## src/rtl/sr_pkg.sv

```systemverilog
// Shared constants for the 8-bit shift-register link.
// Used by both the PISO transmitter and the SIPO receiver.
package sr_pkg;
  localparam int SR_WIDTH_DEFAULT = 8;
  localparam int SR_MSB_FIRST     = 1;
  localparam int SR_LSB_FIRST     = 0;
endpackage

```

## src/rtl/sr_sipo_eight_rx_if.sv

```systemverilog
// Parallel word handshake between the receiver and its consumer.
// The master drives the word and its valid flag; the slave drives ready.
interface sr_sipo_eight_rx_if
  import sr_pkg::*;
#(
  parameter int WIDTH = SR_WIDTH_DEFAULT
);
  logic [WIDTH-1:0] out_data;
  logic             out_valid;
  logic             out_ready;

  modport master (
    output out_data,
    output out_valid,
    input  out_ready
  );

  modport slave (
    input  out_data,
    input  out_valid,
    output out_ready
  );
endinterface

```

## src/rtl/sipo_shift_core.sv

```systemverilog
// Shift register and bit counter for the serial receiver.
// Flags the edge that samples the last bit of a word.
module sipo_shift_core
  import sr_pkg::*;
#(
  parameter int WIDTH     = SR_WIDTH_DEFAULT,
  parameter int MSB_FIRST = SR_MSB_FIRST
) (
  input  logic                     clk,
  input  logic                     reset,
  input  logic                     sin,
  input  logic                     sin_valid,
  input  logic                     sync_clr,
  output logic                     done,
  output logic [WIDTH-1:0]         word,
  output logic [$clog2(WIDTH)-1:0] bit_cnt
);
  localparam int CW = $clog2(WIDTH);
  localparam logic [CW-1:0] LAST = CW'(WIDTH - 1);

  logic [WIDTH-1:0] sh;

  // Next shift value; on a completing edge this is the finished word.
  if (MSB_FIRST == SR_MSB_FIRST) begin : g_msb
    assign word = {sh[WIDTH-2:0], sin};
  end else begin : g_lsb
    assign word = {sin, sh[WIDTH-1:1]};
  end

  assign done = sin_valid && !sync_clr && (bit_cnt == LAST);

  // Shift in qualified bits; realign discards the partial word.
  always_ff @(posedge clk or negedge reset) begin
    if (!reset) begin
      sh      <= '0;
      bit_cnt <= '0;
    end else if (sync_clr) begin
      sh      <= '0;
      bit_cnt <= '0;
    end else if (sin_valid) begin
      sh      <= word;
      bit_cnt <= done ? '0 : bit_cnt + 1'b1;
    end
  end
endmodule

```

## src/rtl/sr_sipo_eight_rx.sv

```systemverilog
// Serial-in parallel-out receiver with a one-word holding register.
// Words arriving while the consumer stalls are dropped and flagged.
module sr_sipo_eight_rx
  import sr_pkg::*;
#(
  parameter int WIDTH     = SR_WIDTH_DEFAULT,
  parameter int MSB_FIRST = SR_MSB_FIRST
) (
  input  logic                     clk,
  input  logic                     reset,
  input  logic                     sin,
  input  logic                     sin_valid,
  input  logic                     sync_clr,
  input  logic                     ovr_clr,
  output logic                     overrun,
  output logic [$clog2(WIDTH)-1:0] bit_cnt,
  sr_sipo_eight_rx_if.master       pout
);
  logic             done;
  logic [WIDTH-1:0] word;
  logic             take;
  logic             ovr_ev;

  sipo_shift_core #(
    .WIDTH     (WIDTH),
    .MSB_FIRST (MSB_FIRST)
  ) u_core (
    .clk       (clk),
    .reset     (reset),
    .sin       (sin),
    .sin_valid (sin_valid),
    .sync_clr  (sync_clr),
    .done      (done),
    .word      (word),
    .bit_cnt   (bit_cnt)
  );

  // Load when the holding register is empty or drains this edge.
  assign take   = done && (!pout.out_valid || pout.out_ready);
  assign ovr_ev = done && pout.out_valid && !pout.out_ready;

  // Holding register and valid flag.
  always_ff @(posedge clk or negedge reset) begin
    if (!reset) begin
      pout.out_data  <= '0;
      pout.out_valid <= 1'b0;
    end else if (take) begin
      pout.out_data  <= word;
      pout.out_valid <= 1'b1;
    end else if (pout.out_valid && pout.out_ready) begin
      pout.out_valid <= 1'b0;
    end
  end

  // Sticky overrun; a new drop beats a clear on the same edge.
  always_ff @(posedge clk or negedge reset) begin
    if (!reset) begin
      overrun <= 1'b0;
    end else if (ovr_ev) begin
      overrun <= 1'b1;
    end else if (ovr_clr) begin
      overrun <= 1'b0;
    end
  end
endmodule

```

## src/flat_wrapper.sv

```systemverilog
// flat-port wrapper written by rule: the top's interface ports become plain ports
module sr_sipo_eight_rx_flat import sr_pkg::*;
#(
  parameter int WIDTH     = SR_WIDTH_DEFAULT,
  parameter int MSB_FIRST = SR_MSB_FIRST
)
  (clk, reset, sin, sin_valid, sync_clr, ovr_clr, overrun, bit_cnt, pout_out_data, pout_out_valid, pout_out_ready);
  sr_sipo_eight_rx_if #(.WIDTH(WIDTH)) pout_i ();
  input  logic clk;
  input  logic reset;
  input  logic sin;
  input  logic sin_valid;
  input  logic sync_clr;
  input  logic ovr_clr;
  output logic overrun;
  output logic [$clog2(WIDTH)-1:0] bit_cnt;
  output wire logic [$bits(pout_i.out_data)-1:0] pout_out_data;
  output wire logic [$bits(pout_i.out_valid)-1:0] pout_out_valid;
  input wire logic [$bits(pout_i.out_ready)-1:0] pout_out_ready;
  assign pout_out_data = pout_i.out_data;
  assign pout_out_valid = pout_i.out_valid;
  assign pout_i.out_ready = pout_out_ready;
  sr_sipo_eight_rx #(.WIDTH(WIDTH), .MSB_FIRST(MSB_FIRST)) u_core (.clk(clk), .reset(reset), .sin(sin), .sin_valid(sin_valid), .sync_clr(sync_clr), .ovr_clr(ovr_clr), .overrun(overrun), .bit_cnt(bit_cnt), .pout(pout_i));
endmodule
```

## config.mk

```make
export PLATFORM = sky130hd
export DESIGN_NAME = sr_sipo_eight_rx_flat
export DESIGN_NICKNAME = d
export VERILOG_FILES = /design/src/rtl/sr_pkg.sv /design/src/rtl/sr_sipo_eight_rx_if.sv /design/src/rtl/sipo_shift_core.sv /design/src/rtl/sr_sipo_eight_rx.sv /design/src/flat_wrapper.sv
export SDC_FILE = /design/constraint.sdc
export NUM_CORES = 1
export LEC_CHECK = 0
export BUFFER_PORTS_ARGS = -buffer_cell sky130_fd_sc_hd__buf_2
export CAP_MARGIN = 5
export CORE_ASPECT_RATIO = 1.1
export CORE_MARGIN = 2
export CORE_UTILIZATION = 30
export CTS_BUF_LIST = sky130_fd_sc_hd__clkbuf_4
export CTS_CLUSTER_DIAMETER = 60
export DETAILED_ROUTE_END_ITERATION = 10
export PLACE_DENSITY = 0.58
export SYNTH_ARGS = -nofsm -noshare
export SYNTH_HDL_FRONTEND = slang
export SYNTH_HIERARCHICAL = 1
export SYNTH_SLANG_ARGS = --single-unit
```

## constraint.sdc

```tcl
create_clock -name clk -period 1.71 [get_ports clk]
set_input_delay 0.0855 -clock clk [delete_from_list [all_inputs] [get_ports clk]]
set_output_delay 0.0855 -clock clk [all_outputs]
set_load 0.01 [all_outputs]
```

==> Yosys cells after proc, flatten, opt, wreduce, memory -nomap -nowiden <==
Cells that the tools add are included.
{ "totals": {"input_bits": 7, "ff_bits": 20, "word_cells": 29, "output_inout_bits": 13} }
{ "op_classes": {"n_reduce_logical": 13, "n_addsub": 1, "mux": 9, "n_eq_ne": 1} }
{ "op_table": {"columns": ["op", "count"], "rows": [
  ["7-bit 2-to-1 mux", 2],
  ["3-bit 2-to-1 mux", 3],
  ["1-bit logical AND", 6],
  ["2-bit nonzero test", 3],
  ["1-bit 2-to-1 mux", 4],
  ["3-bit by 1-bit adder with 3-bit output, second input constant", 1],
  ["3-bit == test, second input constant", 1],
  ["1-bit zero test", 3],
  ["1-bit logical OR", 1]
]} }

==> Longest topological paths before layout <==
{ "logic_depth": {"ltp_word": 6, "ltp_mapped": 5, "mapped_depth_nobuf": 5} }

==> Cells and area by module <==
The synthesis kept the hierarchy.
{ "by_module_without_submodules": {"columns": ["mod", "n_inst", "cells_per_inst", "seq_area_each_um2", "area_each_um2"], "rows": [
  ["sipo_shift_core", 1, 38, 250.2, 467.9],
  ["sr_sipo_eight_rx", 1, 24, 250.2, 412.9]
]} }

==> Least setup slack after synthesis <==
No wires, ideal clock.
{ "synth_path": {"path_type": "reg2reg", "startpoint": "reg u_core.u_core.bit_cnt[0]", "endpoint": "reg u_core.pout.out_data[0]", "stages_incl_launch_ff": 6, "slack_ps": 148, "period_less_slack_ps": 1562, "t_arrival_ps": 1437, "n_path_buf": 0, "t_required_ps": 1585, "setup_ps": 125, "cell_sequence": "dfrtp_1 ha_1 ha_1 and2_2 nand2_4 mux2_4"} }
{ "synth_via": {"elab_chain_cells": 3} }
{ "synth_rtl": {"columns": ["element", "line_no", "source"], "rows": [
  ["from (decl)", "sipo_shift_core.sv:16", "output logic [$clog2(WIDTH)-1:0] bit_cnt"],
  ["from (signal assigned)", "sipo_shift_core.sv:42", "bit_cnt <= done ? '0 : bit_cnt + 1'b1;"],
  ["3-bit == test", "sipo_shift_core.sv:30", "assign done = sin_valid && !sync_clr && (bit_cnt == LAST);"],
  ["1-bit logical AND", "sipo_shift_core.sv:30", null],
  ["via u_core.done", "sr_sipo_eight_rx.sv:19", "logic done;"],
  ["1-bit logical AND", "sr_sipo_eight_rx.sv:39", "assign take = done && (!pout.out_valid || pout.out_ready);"],
  ["to (signal assigned)", "sr_sipo_eight_rx.sv:48", "pout.out_data <= word;"],
  ["to (decl)", "sr_sipo_eight_rx_if.sv:13", "output out_data,"]
]} }
The timed path passes the listed nets, and every way through them passes these cells.
A chain may end at the register's enable or synchronous reset.

==> Worst setup path after layout <==
{ "layout_path": {"startpoint": "reg u_core.u_core.bit_cnt[0]", "endpoint": "reg u_core.pout.out_data[1]"} }
The elaborated chain is that of the path after synthesis.

==> impl_metrics.csv <==
group,metric,value,unit
sta,setup_violations,0,
route,drt-total-wl,1.31,mm
power_and_ir_drop,ir_worst_vdd,0.000259,V
floorplan,dieArea,3390,um2
finish,diodes,0,
synth,async_flop_share,100,%
worst_setup_path,r2r_slack,0.12,ns
worst_setup_path,cp-end-kind,"flip-flop",
global_route,grt_pass1_vias,529,
synth,synthCells,62,
sta,worstMarginPinSlew,0.435,ns
finish,register_area,500,um2
worst_setup_path,crit_path_frequent_cell,"ha_1",
synth,synthesis.area,881,um2
synth,syn-num-nets,71,
power_and_ir_drop,p_leak,0.000593,uW
sta,max_slew_margin,71.0,%
route,drtIter0Drc,2,
floorplan,die_w,55.7,um
synth,ys_seq_area_share,56.8,%
clock_tree,ctsLongestPathBuffers,2,
synth,yosys-top-cells-area,"dfrtp_1 (57%), mux2_4 (14%), mux2i_1 (9.1%)",
clock_tree,cts_setup_buffers,0,
finish,multi_input_area,339,um2
global_route,grt_usage,9.12,%
worst_setup_path,cpPeakStageDelay,0.42,ns
floorplan,rows,20,
route,viasPerCell,4.32,
finish,drive_gt1_share,42.9,%
floorplan,coreArea,2780,um2
sta,maxSlewViolCount,0,
synth,yosys.area.top_type,"dfrtp_1",
global_route,overflow,0,
worst_setup_path,reg2reg_depth,5,
route,drtPass1Iterations,3,
placed_design,dpl.cell_count,112,
sta,layout_setup_ws,0.123,ns
worst_setup_path,timing.rr.end,"u_core/pout.out_data[1]",
finish,fin_nets,95,
synth,synthFlopType,"dfrtp_1",
route,avgRoutedWirePerCell,11.2,um
sta,fin_crit_sh,92.8,%
synth,synth_edf_count,0,
floorplan,die_h,60.8,um
clock_tree,cts-root-buf,"clkbuf_4",
min_path,min_path_cells,2,
worst_setup_path,r2r_start,"u_core/u_core/bit_cnt[0]",
synth,avgSynthCellArea,14.2,um2
global_route,grt_max_degree,21,
synth,synth_seq_cells,20,
placed_design,pre_cts_ws,0.137,ns
synth,ys.warnings.count,6,
placed_design,port_buffers,19,
sta,hold_viol,0,
clock_tree,htreeDepth,1,
worst_setup_path,critPathMaxFanout,8,
worst_setup_path,critical_path_class,"reg -> reg",
route,drc,0,
clock_tree,cts_inserted_buffers,3,
placed_design,dpl_cell_area,995,um2
finish,fin_util,37.3,%
flow_run,maxCapViolations,0,
min_path,min_to,"u_core/pout.out_data[0]",
synth,synth.distinct_cells,16,
finish,syn_to_final_growth,17.8,%
finish,fill_cells,276,
sta,fin_crit,1.59,ns
global_route,antenna_found_initial,0,
finish,final_area,1040,um2
min_path,hold_class,"in -> reg",
sta,rsz0062_at_grt,"false",
worst_setup_path,critPathSlowestCell,"dfrtp_1",
route,drtAntennaViolNets,0,
finish,stdcell_count,117,
route,num_vias,505,
sta,setup-tns-final,0,ns
worst_setup_path,arrival,1.76,ns
global_route,grt_pass1_wl,2.30,mm
synth,synth_top_area_share,56.8,%
worst_setup_path,worstPathRequired,1.88,ns
floorplan,io_pins,20,
placed_design,gp_congestion,0.629,
worst_setup_path,crit_chain,"ha_1 -> ha_1 -> and2_2 -> nand2_4 -> mux2_4",
floorplan,start_util,31.7,%
sta,finalClockSkew,0.00574,ns
power_and_ir_drop,cellPowerDensity,720,nW/um2
clock_tree,cts_tree,"built",
status,status,"completed",
worst_setup_path,startpoint_type,"flip-flop",
clock_tree,clock_sinks,20,
clock_tree,clock_latency,0.28,ns
min_path,worstHoldStart,"sin",
sta,fmax,630,MHz
clock_tree,cts.clk_slew.worst_paths,0.10,ns
==> kinds of logic after synthesis <==
kind of cell	synth area share (%)
buffers and inverters	4.69
AO/OA/AOI/OAI	2.98
multiplexers	22.7
adder cells (fa/ha/maj)	2.84
AND/OR/NAND/NOR	9.94
flip-flops	56.8
==> critical path, delay by kind of cell (launching register included) <==
family | cells | cell delay [ns]
DFF | 1 | 0.42
muxes | 1 | 0.31
adders and majority gates | 2 | 0.41
and+or+nand+nor | 2 | 0.34
==> per-layer routing <==
metal,up-vias,GRT usage (%),wire length [um]
li1,252,-,-
met1,242,10.3,594
met2,9,14.6,627
met3,2,2.13,55
met4,0,8.36,27
met5,-,0,0
==> sequential cells by signal (all words and copies together), names as in the netlist <==
signal	cells
u_core/pout.out_valid	1
u_core/overrun	1
u_core/u_core/sh	7
u_core/pout.out_data	8
u_core/u_core/bit_cnt	3
==> worst max-delay path by stage <==
| stage | startpoint | end |
|---|---|---|
| after floorplan | u_core/u_core/bit_cnt[0] | u_core/pout.out_data[0] |
| after global placement | u_core/u_core/bit_cnt[0] | u_core/pout.out_data[0] |
| after detailed placement | u_core/u_core/bit_cnt[0] | u_core/pout.out_data[5] |
| after CTS | u_core/u_core/bit_cnt[0] | u_core/pout.out_data[1] |
| after global routing | u_core/u_core/bit_cnt[0] | u_core/pout.out_data[1] |
| final | u_core/u_core/bit_cnt[0] | u_core/pout.out_data[1] |
==> cells in the mapped netlist (2+ instances only) <==
cell type  count
mux2_4         8
inv_1          3
buf_6          2
nor2_1        10
ha_1           2
dfrtp_1       20
mux2i_1        8
==> placed cells by master (no fill, tap or decap), drive strengths merged <==
cell type and n:
a22o 1, a32o 1, and2 1, buf 20
clkbuf 3, dfrtp 20, dlygate4sd3 2, ha 2
inv 3, mux2 8, mux2i 8, nand2 2
nand2b 1, nor2 10, nor2b 1, o22ai 1
==> final cells by class <==
type / count / share of cell area (%)
Sequential cell: 20 / 48.3
Clock buffer: 3 / 2.17
Timing Repair Buffer: 22 / 11.8
Inverter: 3 / 1.09
Multi-Input combinational cell: 36 / 32.7
Tap cell: 33 / 3.98
==> power breakdown <==
group / switching (uW) / internal, uW / total (uW)
Combinational: 30.9 / 26.6 / 57.5
Clock: 122 / 81.7 / 204
Sequential: 5.77 / 480 / 485
==> metrics by stage <==
stage,power [uW],hold WS [ns]
after floorplan,529,-0.210
after global placement,549,0.0468
after CTS,765,0.0424
final,747,0.0596
after global routing,793,0.0366
after detailed placement,550,0.0528
==> timing repair <==
| action | CTS | global route |
|---|---|---|
| resized for setup | 0 | 0 |
| hold buffers | 2 | 0 |
| hold endpoints to repair | 21 | 0 |
(Power assumes the default switching activity.)
